===== src/rtl/controlo_barreira_pkg.sv =====
// Shared types for the parking entry-barrier controller: plate width,
// plate type and the barrier FSM states.
package controlo_barreira_pkg;

    localparam int LARG_MATR = 24;

    typedef logic [LARG_MATR-1:0] matr_t;

    typedef enum logic {
        FECHADA = 1'b0,
        ABERTA  = 1'b1
    } estado_t;

endpackage


===== src/rtl/controlo_barreira_contador_ocupacao.sv =====
// Saturating occupancy counter: 0..LOTACAO, never wraps. A simultaneous
// increment and decrement leaves the count unchanged.
module contador_ocupacao #(
    parameter int LOTACAO = 8
) (
    input  logic                           clk,
    input  logic                           rst,
    input  logic                           incrementa,
    input  logic                           decrementa,
    output logic [$clog2(LOTACAO+1)-1:0]   contagem,
    output logic                           cheia
);

    localparam int             CW   = $clog2(LOTACAO + 1);
    localparam logic [CW-1:0]  MAXC = CW'(LOTACAO);
    localparam logic [CW-1:0]  UM   = CW'(1);

    always_ff @(posedge clk) begin
        if (rst) begin
            contagem <= '0;
        end else if (incrementa && !decrementa && contagem != MAXC) begin
            contagem <= contagem + UM;
        end else if (decrementa && !incrementa && contagem != '0) begin
            contagem <= contagem - UM;
        end
    end

    // Decoded straight from the register so the full flag adds no latency.
    assign cheia = (contagem == MAXC);

endmodule


===== src/rtl/controlo_barreira.sv =====
// Entry-barrier controller: admits valid plates while the park has room,
// holds the barrier open for a bounded time and keeps a two-deep plate history.
module controlo_barreira
    import controlo_barreira_pkg::*;
#(
    parameter int LOTACAO  = 8,
    parameter int T_ABERTA = 16
) (
    input  logic                           CLK,
    input  logic                           RST,
    input  logic [LARG_MATR-1:0]           Matricula,
    input  logic                           MatrVal,
    input  logic                           Pedido,
    input  logic                           Passagem,
    input  logic                           Saida,
    output logic                           Barreira,
    output logic                           LED,
    output logic                           Recusa,
    output logic [LARG_MATR-1:0]           matricula1,
    output logic [LARG_MATR-1:0]           matricula2,
    output logic [$clog2(LOTACAO+1)-1:0]   Ocupacao
);

    localparam int            TW    = (T_ABERTA > 1) ? $clog2(T_ABERTA) : 1;
    localparam logic [TW-1:0] T_FIM = TW'(T_ABERTA - 1);
    localparam logic [TW-1:0] UM    = TW'(1);

    estado_t       estado, estado_seg;
    logic [TW-1:0] temporizador;
    matr_t         pendente;
    logic          cheia;
    logic          aceita, recusa_ev, passa, expira;

    assign aceita    = (estado == FECHADA) && Pedido && MatrVal && !cheia;
    assign recusa_ev = (estado == FECHADA) && Pedido && !(MatrVal && !cheia);
    assign passa     = (estado == ABERTA) && Passagem;
    // Passagem wins over the timeout so a late vehicle is still counted.
    assign expira    = (estado == ABERTA) && !Passagem && (temporizador == T_FIM);

    always_ff @(posedge CLK) begin
        if (RST) begin
            estado <= FECHADA;
        end else begin
            estado <= estado_seg;
        end
    end

    always_comb begin
        estado_seg = estado;
        case (estado)
            FECHADA: if (aceita)          estado_seg = ABERTA;
            ABERTA:  if (passa || expira) estado_seg = FECHADA;
            default:                      estado_seg = FECHADA;
        endcase
    end

    always_comb begin
        Barreira = (estado == ABERTA);
    end

    always_ff @(posedge CLK) begin
        if (RST) begin
            Recusa       <= 1'b0;
            temporizador <= '0;
            pendente     <= '0;
            matricula1   <= '0;
            matricula2   <= '0;
        end else begin
            Recusa <= recusa_ev;
            if (aceita) begin
                pendente     <= Matricula;
                temporizador <= '0;
            end else if (estado == ABERTA) begin
                temporizador <= temporizador + UM;
            end
            if (passa) begin
                matricula2 <= matricula1;
                matricula1 <= pendente;
            end
        end
    end

    contador_ocupacao #(
        .LOTACAO (LOTACAO)
    ) u_ocupacao (
        .clk        (CLK),
        .rst        (RST),
        .incrementa (passa),
        .decrementa (Saida),
        .contagem   (Ocupacao),
        .cheia      (cheia)
    );

    assign LED = cheia;

endmodule


===== config.mk =====
export PLATFORM = sky130hd
export DESIGN_NAME = controlo_barreira
export DESIGN_NICKNAME = d
export VERILOG_FILES = /design/src/rtl/controlo_barreira_pkg.sv /design/src/rtl/controlo_barreira_contador_ocupacao.sv /design/src/rtl/controlo_barreira.sv
export SDC_FILE = /design/constraint.sdc
export NUM_CORES = 1
export LEC_CHECK = 0
export ABC_AREA = 1
export ABC_CLOCK_PERIOD_IN_PS = 3450
export BUFFER_PORTS_ARGS = -buffer_cell sky130_fd_sc_hd__buf_2
export CAP_MARGIN = 5
export CORE_MARGIN = 10
export CORE_UTILIZATION = 55
export DETAILED_ROUTE_END_ITERATION = 10
export PLACE_DENSITY = 0.88
export SLEW_MARGIN = 10
export SYNTH_ARGS = -nofsm -noshare
export SYNTH_HDL_FRONTEND = slang
export SYNTH_HIERARCHICAL = 1
export SYNTH_SLANG_ARGS = --single-unit

===== constraint.sdc =====
create_clock -name CLK -period 3.45 [get_ports CLK]
set_input_delay 0.345 -clock CLK [delete_from_list [all_inputs] [get_ports CLK]]
set_output_delay 0.345 -clock CLK [all_outputs]
set_load 0.05 [all_outputs]

== Word-level counts from Yosys, hierarchy flattened ==
Cells that the tools add are included.
Operators by class
  reduce and logical (&&, ||, !) cells: 21
  multiplexer cells: 5
  $add $sub $neg: 3
  bitwise gates (word level): 1
  equality and inequality tests: 3
Operators with widths (number)
  1-bit logical AND: 12
  4-bit by 1-bit adder with 4-bit output, second input constant: 2
  4-bit equality test, second input constant: 2
  4-bit two-way mux: 2
  1-bit zero test: 5
  4-bit != test, second input constant: 1
  4-bit nonzero test: 1
  4-bit by 1-bit subtractor with 4-bit output, second input constant: 1
  1-bit two-way mux: 2
  1-bit case mux with 2 select lines: 1
  2-bit nonzero test: 1
  2-bit OR reduction: 1
  1-bit logical OR: 1
  1-bit inverter: 1
Word-level totals
  logic and storage cells: 40
  flip-flop bits (word level): 82
  input bits: 30
  output and inout bits: 55

== Logic depth before layout (Yosys ltp) ==
  depth in word-level cells: 6
  gate-level depth with buffers: 16
  depth with buffers taken out: 14

== Hierarchy ==
Netlist, hierarchy kept.
Modules (own cells, without submodules)
  controlo_barreira: cells an instance 403, area each 3027.9 um^2, instances 1
  contador_ocupacao: cells an instance 45, area each 324.1 um^2, instances 1

== Worst setup path after synthesis ==
OpenSTA, ideal clock, no wires.
  path kind: register to register
  start point: reg estado (netlist: Barreira)
  end point: reg u_ocupacao.contagem[3]
  setup slack: 0.973 ns
  required time: 3.336 ns
  buffers on the path: 2
  arrival: 2.363 ns
  stages on the path, launching flop included: 16
  path through: dfxtp_1 buf_6 nand2_4 inv_4 buf_2 inv_1 nor2_4 nand2_4 ha_1 or2_2 nand2_1 nand3_1 nand3_2 nand2_1 nand2_1 nor2_2
Between the ends
  longest elaborated chain between the ends: 5
  elaborated cells on any way between the ends: 8
Ends and longest elaborated chain
  start, declared: RTL line controlo_barreira.sv:28  | estado_t estado, estado_seg;
  start signal, assigned: RTL line controlo_barreira.sv:44  | estado <= estado_seg;
  1-bit logical AND *: RTL line controlo_barreira.sv:36  | assign passa = (estado == ABERTA) && Passagem;
  net passa: RTL line controlo_barreira.sv:32  | logic aceita, recusa_ev, passa, expira;
  1-bit zero test: RTL line controlo_barreira_contador_ocupacao.sv:23  | end else if (decrementa && !incrementa && contagem != '0) begin
  1-bit logical AND (2 in series): RTL line controlo_barreira_contador_ocupacao.sv:23
  2-bit nonzero test (no line)
  end signal, assigned: RTL line controlo_barreira_contador_ocupacao.sv:22  | contagem <= contagem + UM;
  end signal, assigned: RTL line controlo_barreira_contador_ocupacao.sv:24  | contagem <= contagem - UM;
  end, declared: RTL line controlo_barreira_contador_ocupacao.sv:10  | output logic [$clog2(LOTACAO+1)-1:0] contagem,
Mark *: on every way through the listed nets, which the timed path passes. The rest lies on a longest branch.
A chain may end at the register's enable or synchronous reset.

== Worst setup path after layout ==
  start point: reg estado (netlist: Barreira)
  end point: reg u_ocupacao.contagem[3]
Between the ends
  longest elaborated chain between the ends: 5
  elaborated cells on any way between the ends: 8
Ends and longest elaborated chain (RTL line)
  1-bit logical AND *: controlo_barreira.sv:36
  1-bit zero test: controlo_barreira_contador_ocupacao.sv:23
  1-bit logical AND (2 in series): controlo_barreira_contador_ocupacao.sv:23
  2-bit nonzero test (no line)
Mark *: on every way between the ends. The rest lies on a longest branch, timed or not.

==> flow_metrics.tcl <==
set metrics [dict create \
    outcome "finished, final reports clean" \
    drtIter0Drc 188 \
    crit_path_end_kind "register" \
    synth_seq_cells 82 \
    multi_input_area_sq_mm 0.00139 \
    synth_area_leaders "dfxtp_1 (49%), nor2_1 (17%), nand2_1 (5.0%)" \
    clk_latency_ns 0.36 \
    fin_skew_ns 0.0135 \
    worstSetupPathType "register to register" \
    hpwl_mm 5.33 \
    slew_violations 0 \
    p_per_area_mw_per_mm2 656 \
    ys_top_cells_by_count "nor2_1 (155), dfxtp_1 (82), nand2_1 (45), inv_1 (33), o21ai_0 (31)" \
    synth_top_area_share_pct 49.0 \
    setup_viol 0 \
    dr.pass1.iters 5 \
    yosys_warnings 6 \
    pin_count 85 \
    tns_ns 0 \
    synth-main-ff-cell "dfxtp_1" \
    hold_viol 0 \
    clk_pin_slew_ns 0.08 \
    reg2reg_from "Barreira$_SDFF_PP0_" \
    ctsResizeCount 0 \
    hold_path_class "input pin to register" \
    yosysMostFrequentCell "nor2_1" \
    start_util_pct 56.6 \
    coreArea_sq_mm 0.00592 \
    routed_wl_mm 7.77 \
    dieArea_sq_mm 0.00962 \
    ff2ff_path_depth 13 \
    worst_pin_slew_ns 1.03 \
    synth_cells 448 \
    synth_edf_count 0 \
    cts-htree-levels 3 \
    grt.overflow.total 0 \
    clock_path_buffers 2 \
    diodes 0 \
    fmax_mhz 383 \
    num_rows 28 \
    rsz0062_at_grt "no" \
    viasPerCell 4.85 \
    yosys.area.top_type "dfxtp_1" \
    startpoint_type "register" \
    post_cts_buffers 0 \
    cts_made_buffers 9 \
    slew_headroom_pct 31.5 \
    grt_use_met2_pct 25.5 \
    die_x_um 98.1 \
    grt_use_total_pct 16.1 \
    crit_arrival_ns 2.86 \
    r2r-end "u_ocupacao/contagem[3]$_SDFFE_PP0P_" \
    p_leak_uw 0.00191 \
    crit_required_ns 3.70 \
    reg2reg_slack_ns 0.84 \
    irDropWorstVdd_uv 328 \
    final.min_clock_period_ns 2.61 \
    wl_per_cell_um 13.0 \
    die_h_um 98.1 \
    power_uw 2580 \
    io_buffer_count 84 \
    drc 0 \
    critPathMaxFanout 50 \
    fin_nets 554 \
    grt_pass1_vias 2747 \
    top_usage_layer "met2" \
    syn2layout_area_growth_pct 17.3 \
    crit_path_start "Barreira$_SDFF_PP0_" \
    grt_start_max_net_pins 74 \
    globalplace.congestion 0.807 \
    endpoint "u_ocupacao/contagem[3]$_SDFFE_PP0P_" \
    layout-drive-gt1-share_pct 22.5 \
    syn_area_sq_mm 0.00335 \
    regArea_sq_mm 0.00164 \
    avgSynthCellArea_sq_um 7.48 \
    antenna_left 0 \
    grt_pass1_wl_mm 13.1 \
    syn-num-nets 482 \
    cts_hold_buffers 0 \
    fin_crit_sh_pct 75.7 \
    cts_tree "yes" \
    async_flop_share_pct 0 \
    max_cap_violations 0 \
    fill_cells 516 \
    yosysSeqAreaShare_pct 49.0 \
    antenna_found_initial 0 \
    vias 2911 \
    met1_usage_pct 18.8 \
    cts-root-buf "clkbuf_8" \
    numClockSinks 82 \
    met3_usage_pct 6.34 \
    synth_cell_types 28 \
]
==> registers in the layout, indices dropped and copies added (netlist names) <==
register,cells
u_ocupacao/contagem,4
matricula1,24
Recusa,1
pendente,24
matricula2,24
temporizador,4
Barreira,1
==> per-stage QoR <==
stage / worst slack (ns) / std cells / instance area, sq um / hold WS, ns / util [%]
after floorplan: 0.973 / 448 / 3350 / 0.414 / -
after global placement: 0.971 / 584 / 3700 / 0.457 / 62.4
final: 0.839 / 600 / 3930 / 0.214 / 66.4
after detailed placement: 0.853 / 584 / 3700 / 0.467 / 62.4
after CTS: 0.832 / 600 / 3930 / 0.202 / 66.4
after global routing: 0.623 / 600 / 3930 / 0.228 / 66.4
==> cell type report <==
| cell class | count | share of cell area [%] |
|---|---|---|
| multi-input combinational | 306 | 35.5 |
| tap | 75 | 2.39 |
| timing repair buffer | 85 | 10.9 |
| sequential | 82 | 41.8 |
| clock buffer | 10 | 3.50 |
| clock inverter | 6 | 2.45 |
| inverter | 36 | 3.56 |
==> power by group <==
part / internal [uW] / switching, uW / total [uW]
combinational: 197 / 487 / 683
sequential: 1030 / 70.9 / 1110
clock: 436 / 355 / 790
==> cells by family after synthesis <==
logic type,count (synthesis),share of synthesized area (%)
fa+ha+maj,4,1.72
flops,82,49.0
xor+xnor,2,0.523
compound gates,58,8.73
simple gates,242,30.6
buf+inv,60,9.44
==> worst max-delay path: stages, from the launching register on <==
cell	delay (ns)
dfxtp_1	0.60
nand2_4	0.09
inv_4	0.37
inv_1	0.15
nor2_4	0.15
nand2_4	0.10
ha_1	0.34
or2_2	0.32
nand2_1	0.08
nand3_1	0.08
nand3_2	0.07
nand2_1	0.05
nand2_1	0.06
nor2_2	0.03
==> routing by layer <==
metal	part of all wire, %	routed length [um]
met4	1.7	131
met2	47	3670
met1	43	3320
met3	8.3	648
met5	0	0
==> worst min path at each step <==
stage | startpoint | endpoint | slack, ns | depth (start not counted)
after floorplan | RST | Barreira$_SDFF_PP0_ | 0.41 | 1
after detailed placement | pendente[10]$_SDFFE_PP0P_ | pendente[10]$_SDFFE_PP0P_ | 0.47 | 2
after global placement | matricula2[17]$_SDFFE_PP0P_ | matricula2[17]$_SDFFE_PP0P_ | 0.46 | 2
final | RST | Barreira$_SDFF_PP0_ | 0.21 | 2
after global routing | RST | Barreira$_SDFF_PP0_ | 0.23 | 2
after CTS | RST | Barreira$_SDFF_PP0_ | 0.20 | 2
==> cells in the final DEF, fill, tap and decap left out, types with 2 or more instances in the layout <==
master,count
nor2_4,2
nor2_2,3
ha_1,3
nand3_1,27
clkbuf_8,10
nand2_1,45
nor2_1,155
bufinv_16,2
buf_2,84
o21ai_0,31
dfxtp_1,82
nand2_4,4
inv_4,2
xnor2_1,2
o21ai_1,20
a21oi_1,6
or2_2,2
inv_1,33
No activity file was read; power rests on OpenSTA's default activity.
